[src/rtl/vga_mode_detect_if.sv]
// vga_mode_detect_if: sync inputs, init-sequencer handshake and committed
// mode outputs of the VGA mode detector, bundled for the detector (slave)
// and whatever drives the syncs and observes the results (master).
interface vga_mode_detect_if #(
    parameter int LINE_W  = 16,
    parameter int FRAME_W = 12
);
    logic               Hsync_in;
    logic               Vsync_in;
    logic               Init_done;
    logic               Init_reset;
    logic               Pixel_clk_greater_than_65Mhz;
    logic               Mode_valid;
    logic               Sync_lost;
    logic [LINE_W-1:0]  Line_period;
    logic [FRAME_W-1:0] Frame_lines;

    modport master (
        output Hsync_in, Vsync_in, Init_done,
        input  Init_reset, Pixel_clk_greater_than_65Mhz, Mode_valid,
               Sync_lost, Line_period, Frame_lines
    );

    modport slave (
        input  Hsync_in, Vsync_in, Init_done,
        output Init_reset, Pixel_clk_greater_than_65Mhz, Mode_valid,
               Sync_lost, Line_period, Frame_lines
    );
endinterface

[src/rtl/vga_mode_detect.sv]
// vga_mode_detect: measures Hsync period and lines per frame, commits a mode
// once it has been steady for several frames, classifies the pixel rate and
// pulses the I2C init sequencer's reset whenever that class changes.
module vga_mode_detect #(
    parameter int LINE_W                = 16,
    parameter int FRAME_W               = 12,
    parameter int LINE_TOL              = 4,
    parameter int STABLE_FRAMES         = 4,
    parameter int HIGH_RATE_LINE_CYCLES = 3900,
    parameter int TIMEOUT_CYCLES        = 60000,
    parameter int INIT_PULSE_CYCLES     = 16
) (
    input logic              Clk,
    input logic              Reset_n,
    vga_mode_detect_if.slave bus
);

    localparam int TO_W    = $clog2(TIMEOUT_CYCLES + 1);
    localparam int PULSE_W = $clog2(INIT_PULSE_CYCLES + 1);
    localparam int STAB_W  = $clog2(STABLE_FRAMES + 1);

    typedef enum logic [1:0] {REINIT, WAIT_DONE, MEASURE, STABLE} state_t;

    function automatic logic [LINE_W-1:0] sat_inc_line(input logic [LINE_W-1:0] x);
        return (&x) ? x : x + LINE_W'(1);
    endfunction

    function automatic logic [FRAME_W-1:0] sat_inc_frame(input logic [FRAME_W-1:0] x);
        return (&x) ? x : x + FRAME_W'(1);
    endfunction

    // Signed one-bit-wider difference so the magnitude never wraps.
    function automatic logic period_close(input logic [LINE_W-1:0] a,
                                          input logic [LINE_W-1:0] b);
        logic signed [LINE_W:0] diff;
        diff = $signed({1'b0, a}) - $signed({1'b0, b});
        if (diff < 0) diff = -diff;
        return diff <= $signed((LINE_W+1)'(LINE_TOL));
    endfunction

    logic h_sync_p0, h_sync_p1, h_sync_p2;
    logic v_sync_p0, v_sync_p1, v_sync_p2;
    logic h_edge, v_edge;

    logic [LINE_W-1:0]  line_cnt, cur_period, prev_period;
    logic [FRAME_W-1:0] hline_cnt, cur_lines, prev_lines;
    logic [TO_W-1:0]    timeout_cnt;
    logic [LINE_W-1:0]  cur_period_nxt, prev_period_nxt;
    logic [FRAME_W-1:0] cur_lines_nxt, prev_lines_nxt;
    logic [TO_W-1:0]    timeout_nxt;
    logic               timeout_hit, frame_match, new_flag;

    state_t             state, state_nxt;
    logic [PULSE_W-1:0] pulse_cnt, pulse_nxt;
    logic [STAB_W-1:0]  stable_cnt, stable_nxt;
    logic               init_reset_r, init_reset_nxt;
    logic               flag_r, flag_nxt;
    logic               mode_valid_r, mode_valid_nxt;
    logic               sync_lost_r, sync_lost_nxt;
    logic [LINE_W-1:0]  line_period_r, line_period_nxt;
    logic [FRAME_W-1:0] frame_lines_r, frame_lines_nxt;

    // Two-flop synchronizers followed by an edge register per sync input.
    always_ff @(posedge Clk or negedge Reset_n) begin
        if (!Reset_n) begin
            h_sync_p0 <= 1'b0;
            h_sync_p1 <= 1'b0;
            h_sync_p2 <= 1'b0;
            v_sync_p0 <= 1'b0;
            v_sync_p1 <= 1'b0;
            v_sync_p2 <= 1'b0;
        end else begin
            h_sync_p0 <= bus.Hsync_in;
            h_sync_p1 <= h_sync_p0;
            h_sync_p2 <= h_sync_p1;
            v_sync_p0 <= bus.Vsync_in;
            v_sync_p1 <= v_sync_p0;
            v_sync_p2 <= v_sync_p1;
        end
    end

    assign h_edge = h_sync_p1 & ~h_sync_p2;
    assign v_edge = v_sync_p1 & ~v_sync_p2;

    // A line that starts on the Vsync edge belongs to the frame just closed.
    assign cur_period_nxt = h_edge ? line_cnt : cur_period;
    assign cur_lines_nxt  = v_edge ? (h_edge ? sat_inc_frame(hline_cnt) : hline_cnt)
                                   : cur_lines;
    assign timeout_nxt    = h_edge ? '0 :
                            (timeout_cnt == TO_W'(TIMEOUT_CYCLES)) ? timeout_cnt
                                                                   : timeout_cnt + TO_W'(1);
    assign timeout_hit    = (timeout_nxt == TO_W'(TIMEOUT_CYCLES));
    assign frame_match    = period_close(cur_period_nxt, prev_period) &&
                            (cur_lines_nxt == prev_lines);
    assign new_flag       = (cur_period_nxt < LINE_W'(HIGH_RATE_LINE_CYCLES));

    // Line period, lines-per-frame and Hsync-timeout counters.
    always_ff @(posedge Clk or negedge Reset_n) begin
        if (!Reset_n) begin
            line_cnt    <= '0;
            hline_cnt   <= '0;
            timeout_cnt <= '0;
            cur_period  <= '0;
            cur_lines   <= '0;
        end else begin
            line_cnt    <= h_edge ? LINE_W'(1) : sat_inc_line(line_cnt);
            if (v_edge)      hline_cnt <= '0;
            else if (h_edge) hline_cnt <= sat_inc_frame(hline_cnt);
            timeout_cnt <= timeout_nxt;
            cur_period  <= cur_period_nxt;
            cur_lines   <= cur_lines_nxt;
        end
    end

    // Mode FSM state and all registered outputs.
    always_ff @(posedge Clk or negedge Reset_n) begin
        if (!Reset_n) begin
            state         <= REINIT;
            pulse_cnt     <= '0;
            stable_cnt    <= '0;
            init_reset_r  <= 1'b1;
            flag_r        <= 1'b0;
            mode_valid_r  <= 1'b0;
            sync_lost_r   <= 1'b1;
            line_period_r <= '0;
            frame_lines_r <= '0;
            prev_period   <= '0;
            prev_lines    <= '0;
        end else begin
            state         <= state_nxt;
            pulse_cnt     <= pulse_nxt;
            stable_cnt    <= stable_nxt;
            init_reset_r  <= init_reset_nxt;
            flag_r        <= flag_nxt;
            mode_valid_r  <= mode_valid_nxt;
            sync_lost_r   <= sync_lost_nxt;
            line_period_r <= line_period_nxt;
            frame_lines_r <= frame_lines_nxt;
            prev_period   <= prev_period_nxt;
            prev_lines    <= prev_lines_nxt;
        end
    end

    // Next-state and next-output decisions; timeout outranks frame events.
    always_comb begin
        state_nxt       = state;
        pulse_nxt       = pulse_cnt;
        stable_nxt      = stable_cnt;
        init_reset_nxt  = 1'b0;
        flag_nxt        = flag_r;
        mode_valid_nxt  = mode_valid_r;
        sync_lost_nxt   = h_edge ? 1'b0 : sync_lost_r;
        line_period_nxt = line_period_r;
        frame_lines_nxt = frame_lines_r;
        prev_period_nxt = v_edge ? cur_period_nxt : prev_period;
        prev_lines_nxt  = v_edge ? cur_lines_nxt : prev_lines;

        case (state)
            REINIT: begin
                if (pulse_cnt == PULSE_W'(INIT_PULSE_CYCLES - 1)) begin
                    pulse_nxt = '0;
                    state_nxt = WAIT_DONE;
                end else begin
                    pulse_nxt      = pulse_cnt + PULSE_W'(1);
                    init_reset_nxt = 1'b1;
                end
            end
            WAIT_DONE: begin
                if (bus.Init_done) begin
                    stable_nxt = '0;
                    state_nxt  = MEASURE;
                end
            end
            MEASURE, STABLE: begin
                if (timeout_hit) begin
                    sync_lost_nxt   = 1'b1;
                    mode_valid_nxt  = 1'b0;
                    stable_nxt      = '0;
                    prev_period_nxt = '0;
                    prev_lines_nxt  = '0;
                    state_nxt       = MEASURE;
                end else if (v_edge && !frame_match) begin
                    mode_valid_nxt = 1'b0;
                    stable_nxt     = '0;
                    state_nxt      = MEASURE;
                end else if (v_edge && state == MEASURE) begin
                    if (stable_cnt == STAB_W'(STABLE_FRAMES - 1)) begin
                        stable_nxt      = STAB_W'(STABLE_FRAMES);
                        line_period_nxt = cur_period_nxt;
                        frame_lines_nxt = cur_lines_nxt;
                        if (new_flag != flag_r) begin
                            flag_nxt       = new_flag;
                            mode_valid_nxt = 1'b0;
                            pulse_nxt      = '0;
                            init_reset_nxt = 1'b1;
                            state_nxt      = REINIT;
                        end else begin
                            mode_valid_nxt = 1'b1;
                            state_nxt      = STABLE;
                        end
                    end else begin
                        stable_nxt = stable_cnt + STAB_W'(1);
                    end
                end
            end
            default: begin
                state_nxt = REINIT;
                pulse_nxt = '0;
            end
        endcase
    end

    assign bus.Init_reset                   = init_reset_r;
    assign bus.Pixel_clk_greater_than_65Mhz = flag_r;
    assign bus.Mode_valid                   = mode_valid_r;
    assign bus.Sync_lost                    = sync_lost_r;
    assign bus.Line_period                  = line_period_r;
    assign bus.Frame_lines                  = frame_lines_r;

endmodule

[src/flat_wrapper.sv]
// flat-port wrapper written by rule: the top's interface ports become plain ports
module vga_mode_detect_flat 
#(
    parameter int LINE_W                = 16,
    parameter int FRAME_W               = 12,
    parameter int LINE_TOL              = 4,
    parameter int STABLE_FRAMES         = 4,
    parameter int HIGH_RATE_LINE_CYCLES = 3900,
    parameter int TIMEOUT_CYCLES        = 60000,
    parameter int INIT_PULSE_CYCLES     = 16
)
  (Clk, Reset_n, bus_Hsync_in, bus_Vsync_in, bus_Init_done, bus_Init_reset, bus_Pixel_clk_greater_than_65Mhz, bus_Mode_valid, bus_Sync_lost, bus_Line_period, bus_Frame_lines);
  vga_mode_detect_if #(.LINE_W(LINE_W), .FRAME_W(FRAME_W)) bus_i ();
  input logic Clk;
  input logic Reset_n;
  input wire logic [$bits(bus_i.Hsync_in)-1:0] bus_Hsync_in;
  input wire logic [$bits(bus_i.Vsync_in)-1:0] bus_Vsync_in;
  input wire logic [$bits(bus_i.Init_done)-1:0] bus_Init_done;
  output wire logic [$bits(bus_i.Init_reset)-1:0] bus_Init_reset;
  output wire logic [$bits(bus_i.Pixel_clk_greater_than_65Mhz)-1:0] bus_Pixel_clk_greater_than_65Mhz;
  output wire logic [$bits(bus_i.Mode_valid)-1:0] bus_Mode_valid;
  output wire logic [$bits(bus_i.Sync_lost)-1:0] bus_Sync_lost;
  output wire logic [$bits(bus_i.Line_period)-1:0] bus_Line_period;
  output wire logic [$bits(bus_i.Frame_lines)-1:0] bus_Frame_lines;
  assign bus_i.Hsync_in = bus_Hsync_in;
  assign bus_i.Vsync_in = bus_Vsync_in;
  assign bus_i.Init_done = bus_Init_done;
  assign bus_Init_reset = bus_i.Init_reset;
  assign bus_Pixel_clk_greater_than_65Mhz = bus_i.Pixel_clk_greater_than_65Mhz;
  assign bus_Mode_valid = bus_i.Mode_valid;
  assign bus_Sync_lost = bus_i.Sync_lost;
  assign bus_Line_period = bus_i.Line_period;
  assign bus_Frame_lines = bus_i.Frame_lines;
  vga_mode_detect #(.LINE_W(LINE_W), .FRAME_W(FRAME_W), .LINE_TOL(LINE_TOL), .STABLE_FRAMES(STABLE_FRAMES), .HIGH_RATE_LINE_CYCLES(HIGH_RATE_LINE_CYCLES), .TIMEOUT_CYCLES(TIMEOUT_CYCLES), .INIT_PULSE_CYCLES(INIT_PULSE_CYCLES)) u_core (.Clk(Clk), .Reset_n(Reset_n), .bus(bus_i));
endmodule
[config.mk]
export PLATFORM = sky130hd
export DESIGN_NAME = vga_mode_detect_flat
export DESIGN_NICKNAME = d
export VERILOG_FILES = /design/src/rtl/vga_mode_detect_if.sv /design/src/rtl/vga_mode_detect.sv /design/src/flat_wrapper.sv
export SDC_FILE = /design/constraint.sdc
export NUM_CORES = 1
export LEC_CHECK = 0
export CORE_MARGIN = 3
export CORE_UTILIZATION = 40
export CTS_BUF_LIST = sky130_fd_sc_hd__clkbuf_16
export DETAILED_ROUTE_END_ITERATION = 10
export PLACE_DENSITY_LB_ADDON = 0.12
export RECOVER_POWER = 100
export SLEW_MARGIN = 20
export SYNTH_ARGS = -nofsm -noshare
export SYNTH_HDL_FRONTEND = slang
export SYNTH_SLANG_ARGS = --single-unit
[constraint.sdc]
create_clock -name Clk -period 6 [get_ports Clk]
set_input_delay 1.2 -clock Clk [delete_from_list [all_inputs] [get_ports Clk]]
set_output_delay 1.2 -clock Clk [all_outputs]
set_load 0.01 [all_outputs]
==> results.json <==
{
  "run_status": "finished, violations left",
  "violations": "max-capacitance violations, max-slew violations",
  "cts_made_buffers": 17,
  "ir_drop_mv": 0.1756,
  "routabilityCongestion": 0.8285,
  "grt_pass1_wl_mm": 33.71,
  "fmax_mhz": 185.3,
  "final_layout_size_suffix_gt1_frac": 0.07659,
  "final_cell_mix": "146 x dfrtp_1, 112 x nor2_1, 91 x nand2_1, 39 x a21oi_1, 38 x nand3_1",
  "cts.sinks": 148,
  "slew_viol_final": 134,
  "synth_cell_types": 84,
  "powerDensity_nw_per_um2": 326.8,
  "crit_fanout": 15,
  "max-cap-violations": 2,
  "cts_resized": 0,
  "slew_headroom": -0.7248,
  "fill_cells": 2041,
  "worst_slew_pin_slew_ns": 2.587,
  "first_pass_iters": 5,
  "crit_type": "reg -> reg",
  "syn_to_final_growth_pct": 12.03,
  "die_h_um": 151.7,
  "synthFlopType": "dfrtp_1",
  "final_cell_area_um2": 9517,
  "period_share": 0.8993,
  "die_x_um": 151.7,
  "leakage_uw": 0.004417,
  "drc_errors": 0,
  "start_util": 0.4132,
  "design.core.area_um2": 20560,
  "vias_per_cell": 5.417,
  "p_total_uw": 3110,
  "drtIter0Drc": 353,
  "ys_ff_latch": 148,
  "syn_area_per_cell_um2": 9.502,
  "grt_pass1_vias": 6395,
  "clk_pin_slew_ns": 0.06,
  "drt_wl_total_mm": 19.73,
  "dieArea_um2": 23020,
  "port_buffers": 36,
  "hold_class": "reg -> reg",
  "final_nets": 943,
  "drtAntennaViolNets": 0,
  "setup-violations-final": 0,
  "diodes": 0,
  "synthArstFlopShare": 1.000,
  "postCtsHoldBufs": 0,
  "rsz0062_at_grt": "false",
  "syn_inst": 894,
  "post_cts_buffers": 0,
  "crit_path_end_kind": "flop",
  "vias": 6484,
  "cts_max_level": 4,
  "fin_crit_ns": 5.396,
  "synth_nets": 923,
  "root_buffer": "clkbuf_16",
  "max-clock-path-buffers": 2,
  "grt_usage": 0.1836,
  "yosysSeqAreaShare": 0.4363,
  "final_common_cell": "dfrtp_1",
  "placed_cell_area_um2": 9067,
  "fin_hold_ws_ns": 0.3545,
  "fin_skew_ns": 0.01213,
  "setup-tns-final_ns": 0,
  "synth_edf_count": 0,
  "core.rowCount": 52,
  "grt_overflow": 0,
  "ys_warn_count": 0,
  "top_level_ports": 37,
  "wire_per_inst_um": 16.48,
  "grt_max_degree": 104,
  "worstSetupStartpointType": "flop",
  "cts_tree": "yes",
  "clock_latency_ns": 0.43,
  "antenna_found_initial": 0,
  "hpwl_mm": 13.87,
  "finalHoldViolCount": 0,
  "cp.required_ns": 6.31,
  "synth_area_um2": 8494,
  "cp.arrival_ns": 5.71
}
-- cells in the mapped netlist, types with 8 or more instances --
cell type | n | area, um^2
dfrtp_1 | 146 | 3654
nor2_1 | 111 | 416.7
nand2_1 | 91 | 341.6
a21oi_1 | 39 | 195.2
nand3_1 | 38 | 190.2
xor2_1 | 34 | 297.8
clkbuf_1 | 33 | 123.9
inv_1 | 30 | 112.6
a211oi_1 | 25 | 187.7
o21ai_0 | 24 | 120.1
ha_1 | 23 | 287.8
mux2_4 | 22 | 330.3
xnor2_1 | 20 | 175.2
nand4_1 | 18 | 112.6
mux2i_1 | 15 | 150.1
nor3_1 | 15 | 75.07
and2_1 | 14 | 87.58
nor4_1 | 14 | 87.58
a31oi_1 | 9 | 56.30
mux2_2 | 9 | 101.4
and3_1 | 8 | 50.05
nor2b_1 | 8 | 50.05
o21a_1 | 8 | 60.06
-- state kept, by name (all words and copies together) (netlist names) --
signal,count
u_core.bus.Line_period,16
u_core.cur_period,16
u_core.line_cnt,16
u_core.prev_period,16
u_core.timeout_cnt,16
u_core.bus.Frame_lines,12
u_core.cur_lines,12
u_core.hline_cnt,12
u_core.prev_lines,12
u_core.pulse_cnt,5
u_core.stable_cnt,3
u_core.state,2
u_core.bus.Init_reset,1
u_core.bus.Mode_valid,1
u_core.bus.Pixel_clk_greater_than_65Mhz,1
u_core.bus.Sync_lost,1
u_core.h_sync_p0,1
u_core.h_sync_p1,1
u_core.h_sync_p2,1
u_core.v_sync_p0,1
u_core.v_sync_p1,1
u_core.v_sync_p2,1
-- cell families after synthesis --
group	synth area share
AOI/OAI and AO/OA	0.1517
xor gates and xnor gates	0.05568
adders and majority gates	0.03624
buffers and inverters	0.04286
DFF	0.4363
muxes	0.06849
and+or+nand+nor	0.2087
-- worst max-delay path: stages, from the launching register on --
cell,delay [ns]
dfrtp_1,0.41
nor2b_4,0.34
clkbuf_1,0.48
nand2_1,0.17
nand2_1,0.17
ha_1,0.36
a21oi_1,0.30
o21ai_0,0.16
or2_2,0.31
o211ai_1,0.35
o2111ai_2,0.18
or4_1,0.45
and2_0,0.18
o211a_1,0.23
or2_4,0.27
a31oi_4,0.16
clkbuf_2,0.38
mux2_2,0.38
-- worst paths after layout --
check	from	end	slack (ns)	depth (start not counted)
min reg2reg	u_core.h_sync_p0$_DFF_PN0_	u_core.h_sync_p1$_DFF_PN0_	0.35	0
min	u_core.h_sync_p0$_DFF_PN0_	u_core.h_sync_p1$_DFF_PN0_	0.35	0
min in group asynchronous	Reset_n	u_core.line_cnt[4]$_DFFE_PN0P_	1.52	1
max	u_core.h_sync_p1$_DFF_PN0_	u_core.bus.Frame_lines[8]$_DFFE_PN0P_	0.60	17
max reg2reg	u_core.h_sync_p1$_DFF_PN0_	u_core.bus.Frame_lines[8]$_DFFE_PN0P_	0.60	17
max in group asynchronous	Reset_n	u_core.cur_lines[11]$_DFF_PN0_	2.09	2
-- through the flow --
step	util	setup WS (ns)	cells
floorplan	-	0.6066	894
global placement	0.4410	0.8603	1165
detailed placement	0.4410	0.7687	1165
CTS	0.4696	0.7686	1197
global route	0.4629	0.2479	1197
finish	0.4629	0.6044	1197
-- metal layers --
metal / global-route usage / vias up / part of all wire
met4: 0.05391 / 0 / 0.015
met3: 0.03421 / 23 / 0.033
met5: 0 / - / 0
met2: 0.2589 / 98 / 0.42
met1: 0.2843 / 3129 / 0.53
li1: - / 3234 / -
-- layout make-up --
class	instances	area [um^2]	share of cell area
multi-input cells	666	4343	0.4564
flip-flops and latches	148	3706	0.3894
repair buffers	51	429.2	0.04510
clock buffers	17	425.4	0.04470
well taps	270	337.8	0.03550
clock inverters	15	162.7	0.01709
inverters	30	112.6	0.01183
-- report_power, final --
group	switching (uW)	leakage, uW	internal [uW]
Clock	435	0.000298	652
Sequential	107	0.00195	1120
Combinational	462	0.00217	335
Power figures use the tool's default switching activity.
